<file path="src/rtl/irq_stim_port_if.sv">
// Bus bundle for irq_stim_port: CPU register access, address snoop and
// the interrupt line / pending outputs.
interface irq_stim_port_if #(
  parameter int NUM_CH = 3
);
  logic              ready;
  logic              cs;
  logic [2:0]        addr;
  logic              write;
  logic [7:0]        data_i;
  logic [19:0]       bus_addr;
  logic [7:0]        data_o;
  logic [NUM_CH-1:0] lines;
  logic [NUM_CH-1:0] pending;

  modport master (
    output ready, cs, addr, write, data_i, bus_addr,
    input  data_o, lines, pending
  );

  modport slave (
    input  ready, cs, addr, write, data_i, bus_addr,
    output data_o, lines, pending
  );
endinterface

</file>
<file path="src/rtl/irq_stim_port.sv">
// Interrupt stimulus generator: NUM_CH lines set by direct register writes or
// by per-channel delayed triggers fired when the CPU reads a snoop address.
module irq_stim_port #(
  parameter int          NUM_CH     = 3,
  parameter int          DELAY_W    = 8,
  parameter int          PULSE_LEN  = 4,
  parameter logic [19:0] TRIG_RESET = 20'h000FE
) (
  input logic           clk,
  input logic           reset,
  irq_stim_port_if.slave bus
);

  localparam int PW = (PULSE_LEN > 1) ? $clog2(PULSE_LEN) : 1;
  localparam logic [PW-1:0] PULSE_LOAD = PW'(PULSE_LEN - 1);

  localparam logic [2:0] REG_LINE   = 3'd0;
  localparam logic [2:0] REG_ARM    = 3'd1;
  localparam logic [2:0] REG_SEL    = 3'd2;
  localparam logic [2:0] REG_DELAY  = 3'd3;
  localparam logic [2:0] REG_MODE   = 3'd4;
  localparam logic [2:0] REG_STATUS = 3'd5;
  localparam logic [2:0] REG_TLO    = 3'd6;
  localparam logic [2:0] REG_THI    = 3'd7;

  // Architectural state
  logic [NUM_CH-1:0]  lines_r, pending_r, arm_r, pulse_r, oneshot_r;
  logic [DELAY_W-1:0] delay_r [NUM_CH];
  logic [DELAY_W-1:0] cnt_r   [NUM_CH];
  logic [PW-1:0]      pcnt_r  [NUM_CH];
  logic [2:0]         ch_sel_r;
  logic [15:0]        trig_r;     // upper snoop nibble is always zero
  logic [7:0]         data_o_r;

  // Next-state values
  logic [NUM_CH-1:0]  lines_n, pending_n, arm_n, pulse_n, oneshot_n;
  logic [DELAY_W-1:0] delay_n [NUM_CH];
  logic [DELAY_W-1:0] cnt_n   [NUM_CH];
  logic [PW-1:0]      pcnt_n  [NUM_CH];
  logic [2:0]         ch_sel_n;
  logic [15:0]        trig_n;
  logic [7:0]         data_o_n;

  // Decoded strobes
  logic              wr_s, rd_s, trig_s;
  logic              line_wr_s, arm_wr_s, sel_wr_s, delay_wr_s, mode_wr_s, tlo_wr_s, thi_wr_s;
  logic [NUM_CH-1:0] fire_s;
  logic [7:0]        sel_delay_s, sel_mode_s, rdata_s;

  assign wr_s       = bus.cs & bus.write & bus.ready;
  assign rd_s       = bus.cs & ~bus.write;
  assign trig_s     = bus.ready & ~bus.write & (bus.bus_addr == {4'h0, trig_r}) & (trig_r != 16'h0000);
  assign line_wr_s  = wr_s & (bus.addr == REG_LINE);
  assign arm_wr_s   = wr_s & (bus.addr == REG_ARM);
  assign sel_wr_s   = wr_s & (bus.addr == REG_SEL);
  assign delay_wr_s = wr_s & (bus.addr == REG_DELAY);
  assign mode_wr_s  = wr_s & (bus.addr == REG_MODE);
  assign tlo_wr_s   = wr_s & (bus.addr == REG_TLO);
  assign thi_wr_s   = wr_s & (bus.addr == REG_THI);

  assign bus.data_o  = data_o_r;
  assign bus.lines   = lines_r;
  assign bus.pending = pending_r;

  // A channel expires when its countdown has reached zero while pending
  always_comb begin
    fire_s = '0;
    for (int i = 0; i < NUM_CH; i++) begin
      fire_s[i] = pending_r[i] & (cnt_r[i] == '0);
    end
  end

  // Per-channel countdown, line, pulse timer, arm and config next state
  always_comb begin
    for (int i = 0; i < NUM_CH; i++) begin
      // Trigger (re)loads the countdown; it may coincide with expiry
      if (trig_s && arm_r[i]) begin
        cnt_n[i]     = delay_r[i];
        pending_n[i] = 1'b1;
      end else if (fire_s[i]) begin
        cnt_n[i]     = cnt_r[i];
        pending_n[i] = 1'b0;
      end else if (pending_r[i]) begin
        cnt_n[i]     = cnt_r[i] - DELAY_W'(1);
        pending_n[i] = 1'b1;
      end else begin
        cnt_n[i]     = cnt_r[i];
        pending_n[i] = 1'b0;
      end

      // Line priority: direct write, then expiry, then pulse auto-clear
      if (line_wr_s) begin
        lines_n[i] = bus.data_i[i];
      end else if (fire_s[i]) begin
        lines_n[i] = 1'b1;
      end else if (pulse_r[i] && lines_r[i] && (pcnt_r[i] == '0)) begin
        lines_n[i] = 1'b0;
      end else begin
        lines_n[i] = lines_r[i];
      end

      // Pulse timer restarts whenever the line is driven high
      if ((line_wr_s && bus.data_i[i]) || (!line_wr_s && fire_s[i])) begin
        pcnt_n[i] = PULSE_LOAD;
      end else if (pcnt_r[i] != '0) begin
        pcnt_n[i] = pcnt_r[i] - PW'(1);
      end else begin
        pcnt_n[i] = pcnt_r[i];
      end

      // A CPU write to ARM wins over the one-shot self-disarm
      if (arm_wr_s) begin
        arm_n[i] = bus.data_i[i];
      end else if (fire_s[i] && oneshot_r[i]) begin
        arm_n[i] = 1'b0;
      end else begin
        arm_n[i] = arm_r[i];
      end

      if (delay_wr_s && (ch_sel_r == 3'(i))) begin
        delay_n[i] = bus.data_i[DELAY_W-1:0];
      end else begin
        delay_n[i] = delay_r[i];
      end

      if (mode_wr_s && (ch_sel_r == 3'(i))) begin
        pulse_n[i]   = bus.data_i[0];
        oneshot_n[i] = bus.data_i[1];
      end else begin
        pulse_n[i]   = pulse_r[i];
        oneshot_n[i] = oneshot_r[i];
      end
    end
  end

  // Global registers: channel select and snoop address
  always_comb begin
    ch_sel_n = sel_wr_s ? bus.data_i[2:0] : ch_sel_r;
    trig_n   = trig_r;
    if (tlo_wr_s) begin
      trig_n[7:0] = bus.data_i;
    end else begin
      trig_n[7:0] = trig_r[7:0];
    end
    if (thi_wr_s) begin
      trig_n[15:8] = bus.data_i;
    end else begin
      trig_n[15:8] = trig_r[15:8];
    end
  end

  // Selected-channel view; an out-of-range select reads as zero
  always_comb begin
    sel_delay_s = 8'h00;
    sel_mode_s  = 8'h00;
    for (int i = 0; i < NUM_CH; i++) begin
      sel_delay_s = (ch_sel_r == 3'(i)) ? 8'(delay_r[i]) : sel_delay_s;
      sel_mode_s  = (ch_sel_r == 3'(i)) ? {6'b000000, oneshot_r[i], pulse_r[i]} : sel_mode_s;
    end
  end

  // Read mux and read-data holding register
  always_comb begin
    rdata_s = 8'h00;
    case (bus.addr)
      REG_LINE:   rdata_s = 8'(lines_r);
      REG_ARM:    rdata_s = 8'(arm_r);
      REG_SEL:    rdata_s = {5'b00000, ch_sel_r};
      REG_DELAY:  rdata_s = sel_delay_s;
      REG_MODE:   rdata_s = sel_mode_s;
      REG_STATUS: rdata_s = 8'(pending_r);
      REG_TLO:    rdata_s = trig_r[7:0];
      REG_THI:    rdata_s = trig_r[15:8];
      default:    rdata_s = 8'h00;
    endcase
    if (rd_s) begin
      data_o_n = rdata_s;
    end else begin
      data_o_n = data_o_r;
    end
  end

  // State register with synchronous reset that aborts any countdown or pulse
  always_ff @(posedge clk) begin
    if (reset) begin
      lines_r   <= '0;
      pending_r <= '0;
      arm_r     <= '0;
      pulse_r   <= '0;
      oneshot_r <= '0;
      ch_sel_r  <= 3'd0;
      trig_r    <= TRIG_RESET[15:0];
      data_o_r  <= 8'h00;
      for (int i = 0; i < NUM_CH; i++) begin
        delay_r[i] <= '0;
        cnt_r[i]   <= '0;
        pcnt_r[i]  <= '0;
      end
    end else begin
      lines_r   <= lines_n;
      pending_r <= pending_n;
      arm_r     <= arm_n;
      pulse_r   <= pulse_n;
      oneshot_r <= oneshot_n;
      ch_sel_r  <= ch_sel_n;
      trig_r    <= trig_n;
      data_o_r  <= data_o_n;
      for (int i = 0; i < NUM_CH; i++) begin
        delay_r[i] <= delay_n[i];
        cnt_r[i]   <= cnt_n[i];
        pcnt_r[i]  <= pcnt_n[i];
      end
    end
  end

endmodule
</file>
<file path="src/flat_wrapper.sv">
// flat-port wrapper written by rule: the top's interface ports become plain ports
module irq_stim_port_flat 
#(
  parameter int          NUM_CH     = 3,
  parameter int          DELAY_W    = 8,
  parameter int          PULSE_LEN  = 4,
  parameter logic [19:0] TRIG_RESET = 20'h000FE
)
  (clk, reset, bus_ready, bus_cs, bus_addr, bus_write, bus_data_i, bus_bus_addr, bus_data_o, bus_lines, bus_pending);
  irq_stim_port_if #(.NUM_CH(NUM_CH)) bus_i ();
  input logic clk;
  input logic reset;
  input wire logic [$bits(bus_i.ready)-1:0] bus_ready;
  input wire logic [$bits(bus_i.cs)-1:0] bus_cs;
  input wire logic [$bits(bus_i.addr)-1:0] bus_addr;
  input wire logic [$bits(bus_i.write)-1:0] bus_write;
  input wire logic [$bits(bus_i.data_i)-1:0] bus_data_i;
  input wire logic [$bits(bus_i.bus_addr)-1:0] bus_bus_addr;
  output wire logic [$bits(bus_i.data_o)-1:0] bus_data_o;
  output wire logic [$bits(bus_i.lines)-1:0] bus_lines;
  output wire logic [$bits(bus_i.pending)-1:0] bus_pending;
  assign bus_i.ready = bus_ready;
  assign bus_i.cs = bus_cs;
  assign bus_i.addr = bus_addr;
  assign bus_i.write = bus_write;
  assign bus_i.data_i = bus_data_i;
  assign bus_i.bus_addr = bus_bus_addr;
  assign bus_data_o = bus_i.data_o;
  assign bus_lines = bus_i.lines;
  assign bus_pending = bus_i.pending;
  irq_stim_port #(.NUM_CH(NUM_CH), .DELAY_W(DELAY_W), .PULSE_LEN(PULSE_LEN), .TRIG_RESET(TRIG_RESET)) u_core (.clk(clk), .reset(reset), .bus(bus_i));
endmodule
</file>
<file path="config.mk">
export PLATFORM = sky130hd
export DESIGN_NAME = irq_stim_port_flat
export DESIGN_NICKNAME = d
export VERILOG_FILES = /design/src/rtl/irq_stim_port_if.sv /design/src/rtl/irq_stim_port.sv /design/src/flat_wrapper.sv
export SDC_FILE = /design/constraint.sdc
export NUM_CORES = 1
export LEC_CHECK = 0
export CAP_MARGIN = 20
export CORE_ASPECT_RATIO = 1.75
export CORE_UTILIZATION = 55
export DETAILED_ROUTE_END_ITERATION = 12
export GPL_ROUTABILITY_DRIVEN = 0
export PLACE_DENSITY = 0.81
export SYNTH_ARGS = -nofsm -noshare
export SYNTH_HDL_FRONTEND = slang
export SYNTH_SLANG_ARGS = --single-unit
</file>
<file path="constraint.sdc">
create_clock -name clk -period 4.96 [get_ports clk]
set_input_delay 0.744 -clock clk [delete_from_list [all_inputs] [get_ports clk]]
set_output_delay 0.744 -clock clk [all_outputs]
set_load 0.01 [all_outputs]
</file>
==> flow_summary.yaml <==
status:
  status: "complete, no violations"
critical_path:
  crit_path_end_kind: "flop"
  cp_max_fo: 21
  critical_path.max_stage_delay_ns: 0.95
  worstPathArrival_ns: 3.30
  worstSetupStartpointType: "input pin"
  crit_chain: "clkdlybuf4s50_1, nand2_1, or3_4, or3_1, nand2_1, a21oi_1"
  timing.rr.start: "u_core.ch_sel_r[1]$_SDFFE_PP0P_"
  r2r_end: "u_core.bus.data_o[2]$_SDFFE_PP0P_"
  cp_common_cell: "nand2_1"
  critical_path_class: "in -> reg"
  reg2reg_depth: 5
  critPathSlowestCell: "clkdlybuf4s50_1"
  cp.required_ns: 5.18
  r2r_slack_ns: 2.60
global_routing:
  grt_max_degree: 121
  track_usage: 0.297
  grt-ovfl-total: 0
  grt_pass1_vias: 4625
  antenna_found_initial: 0
  grt_pass1_wl_um: 21800
drt:
  first_iter_violations: 274
  remaining_drc_errors: 0
  wl_um: 14000
  viasPerCell: 6.14
  routedWlPerCell_um: 17.7
  postRouteAntennaNets: 0
  routed-via-count: 4837
  drt_pre_antenna_iters: 5
synth:
  seq_area_frac_synth: 0.370
  syn-num-nets: 680
  netlist_top_cells_count: "dfxtp_1 (96), nand2_1 (87), nor2_1 (65)"
  yosys.area.top_type: "dfxtp_1"
  ys_warn_count: 0
  synth_ff_type: "dfxtp_1"
  synth_edf_count: 0
  syn_avg_cell_area_um2: 8.15
  synthDominantCellAreaShare: 0.370
  synthCells: 638
  synth_cell_types: 54
  synthMostInstantiatedCell: "dfxtp_1"
  ys_async_sr_fraction: 0
  ys_ff_latch: 96
  yosys-top-cells-area: "dfxtp_1 (37%), nand2_1 (6.3%), a21oi_1 (6.1%)"
  netlist_area_um2: 5200
pwr:
  p_leak_nw: 2.02
  max-vdd-ir-drop_mv: 0.317
  power_density_nw_per_um2: 290
  total_power_mw: 1.75
  seq_power_share: 0.465
  p_int_mw: 1.31
  comb_power_share: 0.128
  clkPwrFrac: 0.407
  p_sw_mw: 0.441
  sw_frac_of_total: 0.252
clocking:
  root_buffer: "clkbuf_16"
  post-cts-setup-buffer-count: 0
  h-tree-depth: 3
  cts_tree: "yes"
  hold_buffers: 0
  cts_buffer_depth: 2
  cts_buffers: 9
  worstSkewPairLatency_ns: 0.35
  clk_pin_slew_ns: 0.07
  cts_resized: 0
  cts_sinks: 96
timing:
  fin_setup_tns_ns: 0
  rsz0062_at_grt: "false"
  worstMarginPinSlew_ns: 0.801
  timing.final.crit_share: 0.621
  max-slew-margin-rel: 0.466
  setup_violations: 0
  fin_worst_skew_ns: 0.00888
  slew_viol_final: 0
  hold_viol: 0
  period_needed_ns: 3.08
  fmax_ghz: 0.325
placement:
  io_buffer_count: 49
  dpl.hpwl_um: 10200
  placed_cells: 771
worst_hold_path:
  worstHoldStart: "u_core.bus.data_o[2]$_SDFFE_PP0P_"
  min_to: "u_core.bus.data_o[2]$_SDFFE_PP0P_"
  min_path_type: "reg -> reg"
  holdPathStages: 2
layout:
  diodes: 0
  fin_nets: 705
  area_growth_pct: 15.9
  final_cells: 788
  utilization: 0.662
  drive_above_1_share: 0.0763
floorplanning:
  coreArea_um2: 9090
  die-area_um2: 9860
  initial_core_util: 0.572
  dieWidth_um: 75.5
  dieHeight_um: 131
  num_io_pins: 50
  rows: 46
flow_run:
  max_cap_violations: 0
==> worst max-delay path by stage <==
stage | from | end | slack, ns | depth (start not counted)
5_1_grt | bus_addr[0] | u_core.delay_r[0][2]$_SDFFE_PP0P_ | 1.70 | 6
6_report | bus_addr[0] | u_core.delay_r[0][4]$_SDFFE_PP0P_ | 1.88 | 6
3_5_place_dp | bus_addr[0] | u_core.delay_r[0][4]$_SDFFE_PP0P_ | 1.53 | 6
3_3_place_gp | bus_addr[0] | u_core.delay_r[0][5]$_SDFFE_PP0P_ | 1.72 | 6
4_1_cts | bus_addr[0] | u_core.delay_r[0][4]$_SDFFE_PP0P_ | 1.89 | 6
2_1_floorplan | bus_write | u_core.cnt_r[0][23]$_SDFFE_PP0P_ | 2.73 | 6
==> worst max-delay path, delay by kind of cell <==
family / cells / cell delay [ns]
and+or+nand+nor: 4 / 1.53
buffers and inverters: 1 / 0.95
AOI/OAI and AO/OA: 1 / 0.08
==> routing by layer <==
| metal | wire length (um) | vias to the layer above | part of all wire | GRT usage |
|---|---|---|---|---|
| met1 | 5100 | 2261 | 0.36 | 0.312 |
| met3 | 709 | 75 | 0.051 | 0.0491 |
| met2 | 7200 | 209 | 0.52 | 0.511 |
| met4 | 969 | 0 | 0.069 | 0.228 |
| met5 | 0 | - | 0 | 0 |
| li1 | - | 2292 | - | - |
==> cell type report <==
cell class	count	area (um2)
fill	785	3070
multi-input combinational	486	3050
sequential	96	1920
timing repair buffer	51	523
clock buffer	9	225
tap	120	150
clock inverter	7	80.1
inverter	19	71.3
==> stage by stage <==
stage	hold slack (ns)	setup WS, ns	instance area (um2)
3_3_place_gp	0.446	1.72	5690
3_5_place_dp	0.458	1.53	5690
4_1_cts	0.470	1.89	6000
5_1_grt	0.494	1.70	6020
6_report	0.472	1.88	6020
2_1_floorplan	0.432	2.73	5200
==> state kept, by name (all words and copies together), names as in the netlist, 6 cells and up <==
name and count:
u_core.pcnt_r 6, u_core.bus.data_o 8, u_core.cnt_r 24, u_core.delay_r 24, u_core.trig_r 16
==> power groups by stage <==
stage               sequential [mW]  combinational (mW)  clock (mW)
finish                        0.813               0.225       0.711
global route                  0.816               0.251       0.742
CTS                           0.813               0.222       0.719
detailed placement            0.831               0.221           0
global placement              0.829               0.211           0
floorplan                     0.828               0.151           0
==> cell families (layout without fill, tap and decap cells) <==
family / after synthesis / count (layout) / share of synthesized area
compound gates: 139 / 139 / 0.161
mux: 58 / 58 / 0.119
xor+xnor: 25 / 25 / 0.0421
fa+ha+maj: 6 / 6 / 0.0144
simple gates: 258 / 258 / 0.250
buf+inv: 56 / 86 / 0.0433
flops: 96 / 96 / 0.370
==> cell usage in the layout (no fill, tap or decap), types with 4 or more instances in the layout <==
master           netlist  final
nand4_1                5      5
mux2i_1               28     28
nor4_1                 5      5
nand3b_1              10     10
or3_1                  6      6
clkdlybuf4s50_1        0     48
o21ai_0               34     34
mux2_1                15     15
nand3_1                5      5
nand2_1               87     87
ha_1                   6      6
a211oi_1               7      7
clkinvlp_4             0      4
nor2b_1               23     23
a21oi_1               63     63
nand2b_1              11     11
dfxtp_1               96     96
inv_1                 19     19
a221oi_1               6      6
clkbuf_16              0      9
nor2_1                65     65
o22ai_1                7      7
mux2_2                15     15
a31oi_1                4      4
or4_1                  4      4
nor3_1                13     13
xnor2_1               22     22
No activity file was read; power rests on OpenSTA's default activity.
